[src/rtl/axi_hdr_insert_arbiter.sv]
// ============================================================================
// Module  : axi_hdr_insert_arbiter
// Purpose : Round-robin scheduler sharing one AXI-Stream header-insert engine
//           between NUM_SRC header+payload sources (header, then packet).
// Option  : AXI_HDR_ARB_PKT_CNT_EN adds per-source 16-bit packet counters.
// Revision: 1.0 - initial release
// ============================================================================
`default_nettype none

module axi_hdr_insert_arbiter #(
    parameter int DATA_WD      = 32,
    parameter int DATA_BYTE_WD = DATA_WD / 8,
    parameter int BYTE_CNT_WD  = $clog2(DATA_BYTE_WD),
    parameter int NUM_SRC      = 4
) (
    input  logic                              clk,
    input  logic                              rst,
    input  logic [NUM_SRC-1:0]                s_hdr_valid,
    input  logic [NUM_SRC*DATA_WD-1:0]        s_hdr_data,
    input  logic [NUM_SRC*DATA_BYTE_WD-1:0]   s_hdr_keep,
    input  logic [NUM_SRC*BYTE_CNT_WD-1:0]    s_hdr_cnt,
    output logic [NUM_SRC-1:0]                s_hdr_ready,
    input  logic [NUM_SRC-1:0]                s_valid,
    input  logic [NUM_SRC-1:0]                s_last,
    input  logic [NUM_SRC*DATA_WD-1:0]        s_data,
    input  logic [NUM_SRC*DATA_BYTE_WD-1:0]   s_keep,
    output logic [NUM_SRC-1:0]                s_ready,
    output logic                              valid_insert,
    output logic [DATA_WD-1:0]                data_insert,
    output logic [DATA_BYTE_WD-1:0]           keep_insert,
    output logic [BYTE_CNT_WD-1:0]            byte_insert_cnt,
    input  logic                              ready_insert,
    output logic                              valid_in,
    output logic [DATA_WD-1:0]                data_in,
    output logic [DATA_BYTE_WD-1:0]           keep_in,
    output logic                              last_in,
    input  logic                              ready_in,
    output logic [NUM_SRC-1:0]                grant,
    output logic                              busy
`ifdef AXI_HDR_ARB_PKT_CNT_EN
    ,
    output logic [NUM_SRC*16-1:0]             pkt_cnt
`endif
);

    localparam int IDX_WD = $clog2(NUM_SRC);

    localparam logic [1:0] c_IDLE = 2'd0;
    localparam logic [1:0] c_HDR  = 2'd1;
    localparam logic [1:0] c_DATA = 2'd2;

    logic [1:0]         state_q, state_d;
    logic [NUM_SRC-1:0] grant_q, grant_d;
    logic [IDX_WD-1:0]  last_grant_q, last_grant_d;

    logic [IDX_WD-1:0]  w_cand;
    logic [IDX_WD-1:0]  w_win_idx;
    logic               w_win_found;
    logic               w_hdr_hs;
    logic               w_last_hs;

    // Round-robin search starting one past the previous owner.
    always_comb begin
        w_cand      = '0;
        w_win_idx   = '0;
        w_win_found = 1'b0;
        for (int k = 1; k <= NUM_SRC; k++) begin
            w_cand = IDX_WD'((int'(last_grant_q) + k) % NUM_SRC);
            if (!w_win_found && s_hdr_valid[w_cand]) begin
                w_win_idx   = w_cand;
                w_win_found = 1'b1;
            end
        end
    end

    // State register
    always_ff @(posedge clk or posedge rst) begin
        if (rst) begin
            state_q      <= c_IDLE;
            grant_q      <= '0;
            last_grant_q <= IDX_WD'(NUM_SRC - 1);
        end else begin
            state_q      <= state_d;
            grant_q      <= grant_d;
            last_grant_q <= last_grant_d;
        end
    end

    // Next-state logic
    always_comb begin
        state_d      = state_q;
        grant_d      = grant_q;
        last_grant_d = last_grant_q;
        case (state_q)
            c_IDLE: begin
                if (w_win_found) begin
                    state_d      = c_HDR;
                    grant_d      = {{(NUM_SRC-1){1'b0}}, 1'b1} << w_win_idx;
                    last_grant_d = w_win_idx;
                end
            end
            c_HDR: begin
                if (w_hdr_hs) begin
                    state_d = c_DATA;
                end
            end
            c_DATA: begin
                if (w_last_hs) begin
                    state_d = c_IDLE;
                    grant_d = '0;
                end
            end
            default: begin
                state_d = c_IDLE;
                grant_d = '0;
            end
        endcase
    end

    // Output logic: one-hot AND-OR mux, so everything reads 0 while ungranted.
    always_comb begin
        data_insert     = '0;
        keep_insert     = '0;
        byte_insert_cnt = '0;
        data_in         = '0;
        keep_in         = '0;
        for (int i = 0; i < NUM_SRC; i++) begin
            if (grant_q[i]) begin
                data_insert     = s_hdr_data[i*DATA_WD +: DATA_WD];
                keep_insert     = s_hdr_keep[i*DATA_BYTE_WD +: DATA_BYTE_WD];
                byte_insert_cnt = s_hdr_cnt[i*BYTE_CNT_WD +: BYTE_CNT_WD];
                data_in         = s_data[i*DATA_WD +: DATA_WD];
                keep_in         = s_keep[i*DATA_BYTE_WD +: DATA_BYTE_WD];
            end
        end
        last_in      = |(grant_q & s_last);
        valid_insert = (state_q == c_HDR)  && (|(grant_q & s_hdr_valid));
        valid_in     = (state_q == c_DATA) && (|(grant_q & s_valid));
        s_hdr_ready  = (state_q == c_HDR)  ? (grant_q & {NUM_SRC{ready_insert}}) : '0;
        s_ready      = (state_q == c_DATA) ? (grant_q & {NUM_SRC{ready_in}})     : '0;
        grant        = grant_q;
        busy         = (state_q != c_IDLE);
        w_hdr_hs     = valid_insert && ready_insert;
        w_last_hs    = valid_in && ready_in && last_in;
    end

`ifdef AXI_HDR_ARB_PKT_CNT_EN
    logic [NUM_SRC*16-1:0] pkt_cnt_q, pkt_cnt_d;

    always_comb begin
        pkt_cnt_d = pkt_cnt_q;
        for (int i = 0; i < NUM_SRC; i++) begin
            if (w_last_hs && grant_q[i]) begin
                pkt_cnt_d[i*16 +: 16] = pkt_cnt_q[i*16 +: 16] + 16'd1;
            end
        end
    end

    always_ff @(posedge clk or posedge rst) begin
        if (rst) begin
            pkt_cnt_q <= '0;
        end else begin
            pkt_cnt_q <= pkt_cnt_d;
        end
    end

    assign pkt_cnt = pkt_cnt_q;
`endif

endmodule

`default_nettype wire

[config.mk]
export PLATFORM = sky130hd
export DESIGN_NAME = axi_hdr_insert_arbiter
export DESIGN_NICKNAME = d
export VERILOG_FILES = /design/src/rtl/axi_hdr_insert_arbiter.sv
export SDC_FILE = /design/constraint.sdc
export NUM_CORES = 1
export LEC_CHECK = 0
export BUFFER_PORTS_ARGS = -buffer_cell sky130_fd_sc_hd__buf_4
export CAP_MARGIN = 10
export CORE_AREA = 3 3 156 158
export DETAILED_ROUTE_END_ITERATION = 8
export DIE_AREA = 0 0 159 161
export PLACE_DENSITY = 0.4
export RECOVER_POWER = 50
export SYNTH_ARGS = -nofsm -noshare
export SYNTH_HDL_FRONTEND = slang
export SYNTH_SLANG_ARGS = --single-unit
[constraint.sdc]
create_clock -name clk -period 1.9 [get_ports clk]
set_input_delay 0.19 -clock clk [delete_from_list [all_inputs] [get_ports clk]]
set_output_delay 0.19 -clock clk [all_outputs]
set_load 0.005 [all_outputs]
# Word level (Yosys, flattened, before mapping)
# Cells that the tools add are included.
[totals]
register_bits = 8
inputBits = 312
wordCells = 87
[classes]
n_addsub = 4
order_cmp = 4
eq_ne = 5
shifts = 1
muxes = 45
bitwise = 6
n_reduce_logical = 19
[op_table]
columns = ["cell", "count"]
rows = [
  ["$mux W32", 8],
  ["$mux W4", 12],
  ["$mux W2", 11],
  ["$and A4 B4 Y4", 5],
  ["$lt A2 B3 Y1 const B", 4],
  ["$pmux W4 S3", 1],
  ["$reduce_or A4 Y1", 3],
  ["$bmux W1 S2", 4],
  ["$logic_and A1 B1 Y1", 8],
  ["$mux W1", 8],
  ["$ne A2 B2 Y1 const B", 3],
  ["$pmux W2 S3", 1],
  ["$reduce_and A3 Y1", 2],
  ["$add A2 B1 Y2 const B", 2],
  ["$add A2 B2 Y2 const B", 2],
  ["$shl A1 B2 Y4 const A", 1],
  ["$logic_not A1 Y1", 3],
  ["$eq A2 B1 Y1 const B", 1],
  ["$eq A2 B2 Y1 const B", 1],
  ["$logic_not A2 Y1", 1],
  ["$reduce_and A2 Y1", 1],
  ["$reduce_bool A2 Y1", 1],
  ["$not A1 Y1", 1],
]

# Depth between registers and ports, before layout
# Gate-level depths: netlist of the first run.
[depth]
word_depth = 16
ltp_mapped = 6
mapped_depth_nobuf = 4

# Worst setup path before layout of the first run
# OpenSTA, ideal clock, no wires.
[synth_timing]
path_type = "flip-flop to output port"
startpoint = "register grant_q[1] (netlist: grant[1])"
endpoint = "output data_insert[20]"
t_arrival_ns = 1.242
setup_slack_ns = 0.468
stages_incl_launch_ff = 6
cell_sequence = "dfrtp_1 -> buf_4 -> buf_4 -> buf_2 -> a221oi_1 -> o31ai_1"
[synth_between]
elab_chain_cells = 3
[synth_lines]
columns = ["element", "line_no", "rtl"]
rows = [
  ["start, declared", "53", "logic [NUM_SRC-1:0] grant_q, grant_d;"],
  ["start signal, assigned", "84", "grant_q <= grant_d;"],
  ["$mux W32 (3 in a row)", "128", "if (grant_q[i]) begin"],
  ["end, declared", "29", "output logic [DATA_WD-1:0] data_insert,"],
]
# No other way between the ends.

# Worst setup path after layout of the first run
# Same ends and word-level chain as after synthesis.

==> results.json, run 1 <==
{
  "synth-edff-count": 0,
  "wire_per_inst_um": 19.1,
  "worst_slack_ns": -0.0464,
  "place.gp.congestion": 0.814,
  "path_class": "reg -> out",
  "ys_async_sr_fraction_pct": 100,
  "worst_pin_slew_ns": 0.467,
  "drcViolationCount": 0,
  "rows": 56,
  "grt_max_degree": 64,
  "htree_levels": 1,
  "dr.pass1.iters": 4,
  "insertion_delay_ns": 0.24,
  "start_util_pct": 13.9,
  "synth_ff_type": "dfrtp_1",
  "clockBufferDepth": 2,
  "highest_layer": "met5",
  "relSlewSlack_pct": 68.9,
  "pin_count": 402,
  "yosysSeqAreaShare_pct": 6.29,
  "syn_area_per_cell_um2": 7.77,
  "required_ns": 1.71,
  "hold_class": "in -> reg",
  "grtUsageTotal_pct": 14.9,
  "port_buffers": 401,
  "rsz0062_at_grt": "yes",
  "drtIter0Drc": 283,
  "cts.clk_slew.worst_paths_ns": 0.04,
  "wl_met1_mm": 9.03,
  "fin_area_um2": 7280,
  "final_nets": 1120,
  "finalHoldWorstSlack_ns": 0.306,
  "yosys.area.top_type": "a221oi_2",
  "synth.area.top_cells": "a221oi_2, nor2b_1, o31ai_2, a221oi_1, o31ai_1",
  "drtAntennaViolNets": 0,
  "worstSetupEndpointType": "output pin",
  "startpoint_type": "register",
  "dieArea_um2": 25600,
  "max_freq_mhz": 514,
  "status": "finished with violations",
  "synthToLayoutAreaGrowth_pct": 126,
  "setup_viol": 35,
  "clock-sinks": 8,
  "cts_tree": "yes",
  "root_buffer": "clkbuf_16",
  "powerDensity_nw_per_um2": 1080,
  "die_w_um": 159,
  "via_count": 4943,
  "syn-num-nets": 727,
  "hpwl_mm": 16.1,
  "grt_pass1_vias": 5101,
  "antenna_found_initial": 1,
  "wl_mm": 21.5,
  "critPathMaxFanout": 8,
  "yosys_register_bits": 8,
  "p_leak_nw": 3.29,
  "drive_above_1_share_pct": 68.5,
  "postLayoutCoreUtil_pct": 31.3,
  "grt_pass1_wl_mm": 30.3,
  "drv_cap": 0,
  "placed_area_um2": 6610,
  "die_y_um": 161,
  "syn_area_um2": 3220,
  "peakVddDrop_uv": 482,
  "cts_made_buffers": 3,
  "dr_wl_met3_mm": 1.44,
  "grt_remaining_overflow": 0,
  "diodes": 0,
  "slew_viol_final": 0,
  "violations": "negative setup slack",
  "netlist_instances": 415,
  "via_per_inst": 4.39,
  "dpl.cell_count": 1106,
  "route.met2.wl_mm": 10.8,
  "core_um2": 23300,
  "ys_warn_count": 0,
  "fin_crit_ns": 1.95,
  "hold_viol_final": 0,
  "synthMostInstantiatedCell": "nand2_1",
  "synth_commonest_cells": "nand2_1, nor2b_1, o31ai_1, a221oi_1, a221oi_2",
  "skew_ns": 0.000829,
  "period_share_pct": 102,
  "cp.arrival_ns": 1.76,
  "synth_cell_types": 36,
  "synthDominantCellAreaShare_pct": 15.8,
  "stdcell_count": 1126
}
[flip-flops by register name, summed over array words and instances (netlist names)]
signal	flops
grant	4
last_grant_q	2
state_q	2
[worst max-delay path: stages (launching register included)]
cell       delay, ns
dfrtp_4         0.50
nor2b_4         0.17
buf_8           0.17
clkbuf_16       0.19
a221oi_2        0.07
o31ai_1         0.26
buf_4           0.15
[where the power goes]
group,internal [mW],switching (mW),leakage (nW)
Combinational,3.84,3.24,3.16
Sequential,0.274,0.142,0.0934
Clock,0.281,0.0982,0.0382
Total,4.39,3.48,3.29
[per-layer routing]
metal | vias up | GRT usage, %
met5 | - | 0
li1 | 2408 | -
met1 | 2296 | 18.3
met2 | 221 | 27.1
met3 | 16 | 3.39
met4 | 2 | 2.15
[metrics by stage]
| stage | power [mW] | setup TNS (ns) | setup slack (ns) |
|---|---|---|---|
| finish | 7.87 | -0.680 | -0.0464 |
| global route | 8.44 | -5.02 | -0.129 |
| detailed placement | 6.65 | -0.0780 | -0.0780 |
| CTS | 7.51 | -1.54 | -0.0662 |
| global placement | 6.67 | -0.0784 | -0.0784 |
| floorplan | 3.67 | 0 | 0.468 |
[worst paths after layout]
check,endpoint,slack (ns),cells past startpoint,start
setup / recovery,data_insert[20],-0.05,6,grant[1]$_DFFE_PP0P_
hold / removal,state_q[1]$_DFFE_PP0P_,0.31,3,ready_insert
setup reg to reg,grant[1]$_DFFE_PP0P_,0.11,5,grant[2]$_DFFE_PP0P_
hold reg to reg,last_grant_q[0]$_DFFE_PP1P_,0.52,2,last_grant_q[0]$_DFFE_PP1P_
max in group asynchronous,last_grant_q[1]$_DFFE_PP1P_,1.10,3,rst
min in group asynchronous,grant[0]$_DFFE_PP0P_,0.49,3,rst
[cells by family (layout without fill, tap and decap cells)]
family	count (synthesis)	after routing	share of synthesized area [%]
AO/OA/AOI/OAI	171	171	54.7
buffers and inverters	55	447	9.86
flip-flops	8	8	6.29
AND/OR/NAND/NOR	181	181	29.2
[cell usage in the layout (no fill, tap or decap), types with 6 or more instances in the layout]
master	n
clkbuf_16	6
nor2b_1	76
and3_1	9
buf_12	11
nand2_1	81
a221oi_2	53
a221oi_1	15
buf_4	412
a22oi_1	6
o31ai_1	31
buf_6	6
o31ai_2	43
a221oi_4	6
[final cells by class]
type	count	area, um^2
fillers	2543	16000
repair buffers	440	3600
multi-input cells	352	2980
well taps	319	399
flip-flops and latches	8	214
clock buffers	4	78.8
inverters	3	11.3
[repair_timing]
action | CTS | global route
hold buffers | 1 | 0
resized for setup | 15 | 39
cloned | 3 | 3
setup buffers | 8 | 1
endpoints found under the hold margin | 6 | 0
endpoints found under the setup margin | 40 | 73
pin swaps | 4 | 13
No activity file was read; power rests on OpenSTA's default activity.
==> run 2: changes to the inputs <==
Settings changed: CORE_AREA 3 3 156 158 to 2 2 155 157, DIE_AREA 0 0 159 161 to 0 0 157 159.
==> run 2 against run 1 <==
Net effect: the run still ends with negative setup slack left; clock power decreased by 4%; sequential share of layout area increased by 0.10 points; die area decreased by 2.5%; cell area decreased by 3.3%; largest cell class unchanged; largest power group unchanged; power decreased by 4.9%; critical path depth unchanged; clock skew increased by 0.0036 ns; non-clock buffer count decreased by 15; sequential cell count unchanged; fmax increased by 1.7%; register-to-register slack about the same.
==> results.json, run 2 (synthesis results as in run 1) <==
{
  "cts_tree": "yes",
  "port_buffers": 401,
  "fillers": 2528,
  "powerDensity_nw_per_um2": 1060,
  "hold_viol_final": 0,
  "setup_tns_ns": -0.0140,
  "relSlewSlack_pct": 71.7,
  "path_cells": "nor2b_4, buf_12, buf_12, a221oi_1, o31ai_1, buf_4",
  "cts.clk_slew.worst_paths_ns": 0.04,
  "worst_pin_slew_ns": 0.421,
  "root_buffer": "clkbuf_16",
  "rsz0062_at_grt": "yes",
  "htree_levels": 1,
  "startpoint_type": "register",
  "violations": "negative setup slack",
  "cts_made_buffers": 3,
  "hpwl_mm": 15.2,
  "grt_max_degree": 72,
  "grt_remaining_overflow": 0,
  "rows": 56,
  "worstSetupEndpointType": "output pin",
  "diodes": 0,
  "p_clk_share_pct": 4.8,
  "final_nets": 1105,
  "seqCellArea_um2": 214,
  "mostFrequentLayoutCells": "buf_4, nand2_1, nor2b_1, a221oi_2, o31ai_2",
  "dieArea_um2": 25000,
  "period_share_pct": 101,
  "timing.critical_path.buf_inv": 3,
  "skew_ns": 0.00444,
  "place.gp.congestion": 0.846,
  "wl_mm": 20.3,
  "p_int_mw": 4.13,
  "p_leak_nw": 3.16,
  "slowest_delay_ns": 0.48,
  "layout.cells.most_common": "buf_4",
  "combPwrFrac_pct": 89.9,
  "multiInputGateArea_um2": 2940,
  "cp.arrival_ns": 1.72,
  "slew_viol_final": 0,
  "required_ns": 1.71,
  "largest_reg_flops": 4,
  "critPathLaunch": "grant[1]$_DFFE_PP0P_",
  "power.switching_mw": 3.35,
  "setup_viol": 1,
  "drv_cap": 0,
  "wire_per_inst_um": 18.3,
  "status": "finished with violations",
  "drtAntennaViolNets": 0,
  "finalHoldWorstSlack_ns": 0.291,
  "drcViolationCount": 0,
  "hold_class": "in -> reg",
  "worst_slack_ns": -0.0140,
  "dr.pass1.iters": 4,
  "die_w_um": 157,
  "drive_above_1_share_pct": 66.3,
  "antenna_found_initial": 1,
  "pin_count": 402,
  "fin_crit_ns": 1.91,
  "reg2reg_from": "grant[1]$_DFFE_PP0P_",
  "core_um2": 23200,
  "cp_top_family": "flip-flops",
  "insertion_delay_ns": 0.23,
  "peakVddDrop_uv": 552,
  "crit_slowest_cell": "dfrtp_4",
  "path_class": "reg -> out",
  "via_count": 4836,
  "worst_path_most_repeated_cell": "buf_12",
  "start_util_pct": 13.9,
  "critPathMaxFanout": 22,
  "synthToLayoutAreaGrowth_pct": 118,
  "sequentialPowerShare_pct": 5.2,
  "power_mw": 7.48,
  "die_y_um": 159,
  "clockBufferDepth": 2,
  "switching_share_pct": 44.8,
  "grt_pass1_vias": 4802,
  "min_from": "ready_insert",
  "max_freq_mhz": 522,
  "drtIter0Drc": 227,
  "via_per_inst": 4.35,
  "grt_pass1_wl_mm": 28.2,
  "grtUsageTotal_pct": 14.5,
  "clock-sinks": 8
}
-- run 2: cell type report --
class                   instances  share of cell area, %
clock buffers                   4                   1.12
inverters                       3                  0.160
multi-input cells             352                   41.7
flip-flops and latches          8                   3.04
well taps                     319                   5.67
repair buffers                425                   48.3
-- run 2: per-stage QoR --
step	util, %	instance area, um^2	worst slack [ns]	instances
5_1_grt	30.4	7040	-0.0753	1111
6_report	30.4	7040	-0.0140	1111
4_1_cts	29.0	6720	-0.0200	1105
3_3_place_gp	28.2	6540	0.111	1096
2_1_floorplan	-	3220	0.468	415
3_5_place_dp	28.2	6540	0.119	1096
-- run 2: final timing paths --
path | endpoint | slack [ns] | cells after the start
worst min-delay path | state_q[1]$_DFFE_PP0P_ | 0.29 | 3
max in group asynchronous | last_grant_q[1]$_DFFE_PP1P_ | 1.11 | 3
min in group asynchronous | grant[1]$_DFFE_PP0P_ | 0.48 | 3
worst min register to register | last_grant_q[1]$_DFFE_PP1P_ | 0.53 | 2
worst max-delay path | data_in[31] | -0.01 | 6
worst max register to register | grant[1]$_DFFE_PP0P_ | 0.12 | 6
-- run 2: timing repair --
action | 4_1_cts | 5_1_grt
pin swaps | 0 | 10
gates resized for setup | 4 | 33
hold buffers | 1 | 0
buffers inserted | 2 | 2
gates cloned | 2 | 4
endpoints found under the hold margin | 6 | 0
setup endpoints to repair | 36 | 58
-- run 2: power by group through the flow --
stage | registers (mW) | clock network, mW | logic (mW)
global placement | 0.412 | 0 | 6.19
finish | 0.390 | 0.362 | 6.73
CTS | 0.394 | 0.370 | 6.35
global route | 0.406 | 0.382 | 7.30
floorplan | 0.322 | 0 | 3.34
detailed placement | 0.405 | 0 | 6.14
-- run 2: worst reg2reg max path, stage by stage, from the launching register on --
cell,delay (ns)
dfrtp_4,0.48
buf_4,0.17
buf_4,0.19
a22oi_1,0.24
nand2_1,0.13
a41oi_2,0.32
a22o_1,0.19
-- run 2: layer usage --
layer / up-vias / part of all wire [%] / global-route usage (%)
met5: - / 0.064 / 0
met1: 2208 / 40 / 16.9
met2: 230 / 50 / 26.8
li1: 2374 / - / -
met4: 2 / 1.6 / 3.09
met3: 22 / 7.6 / 2.94
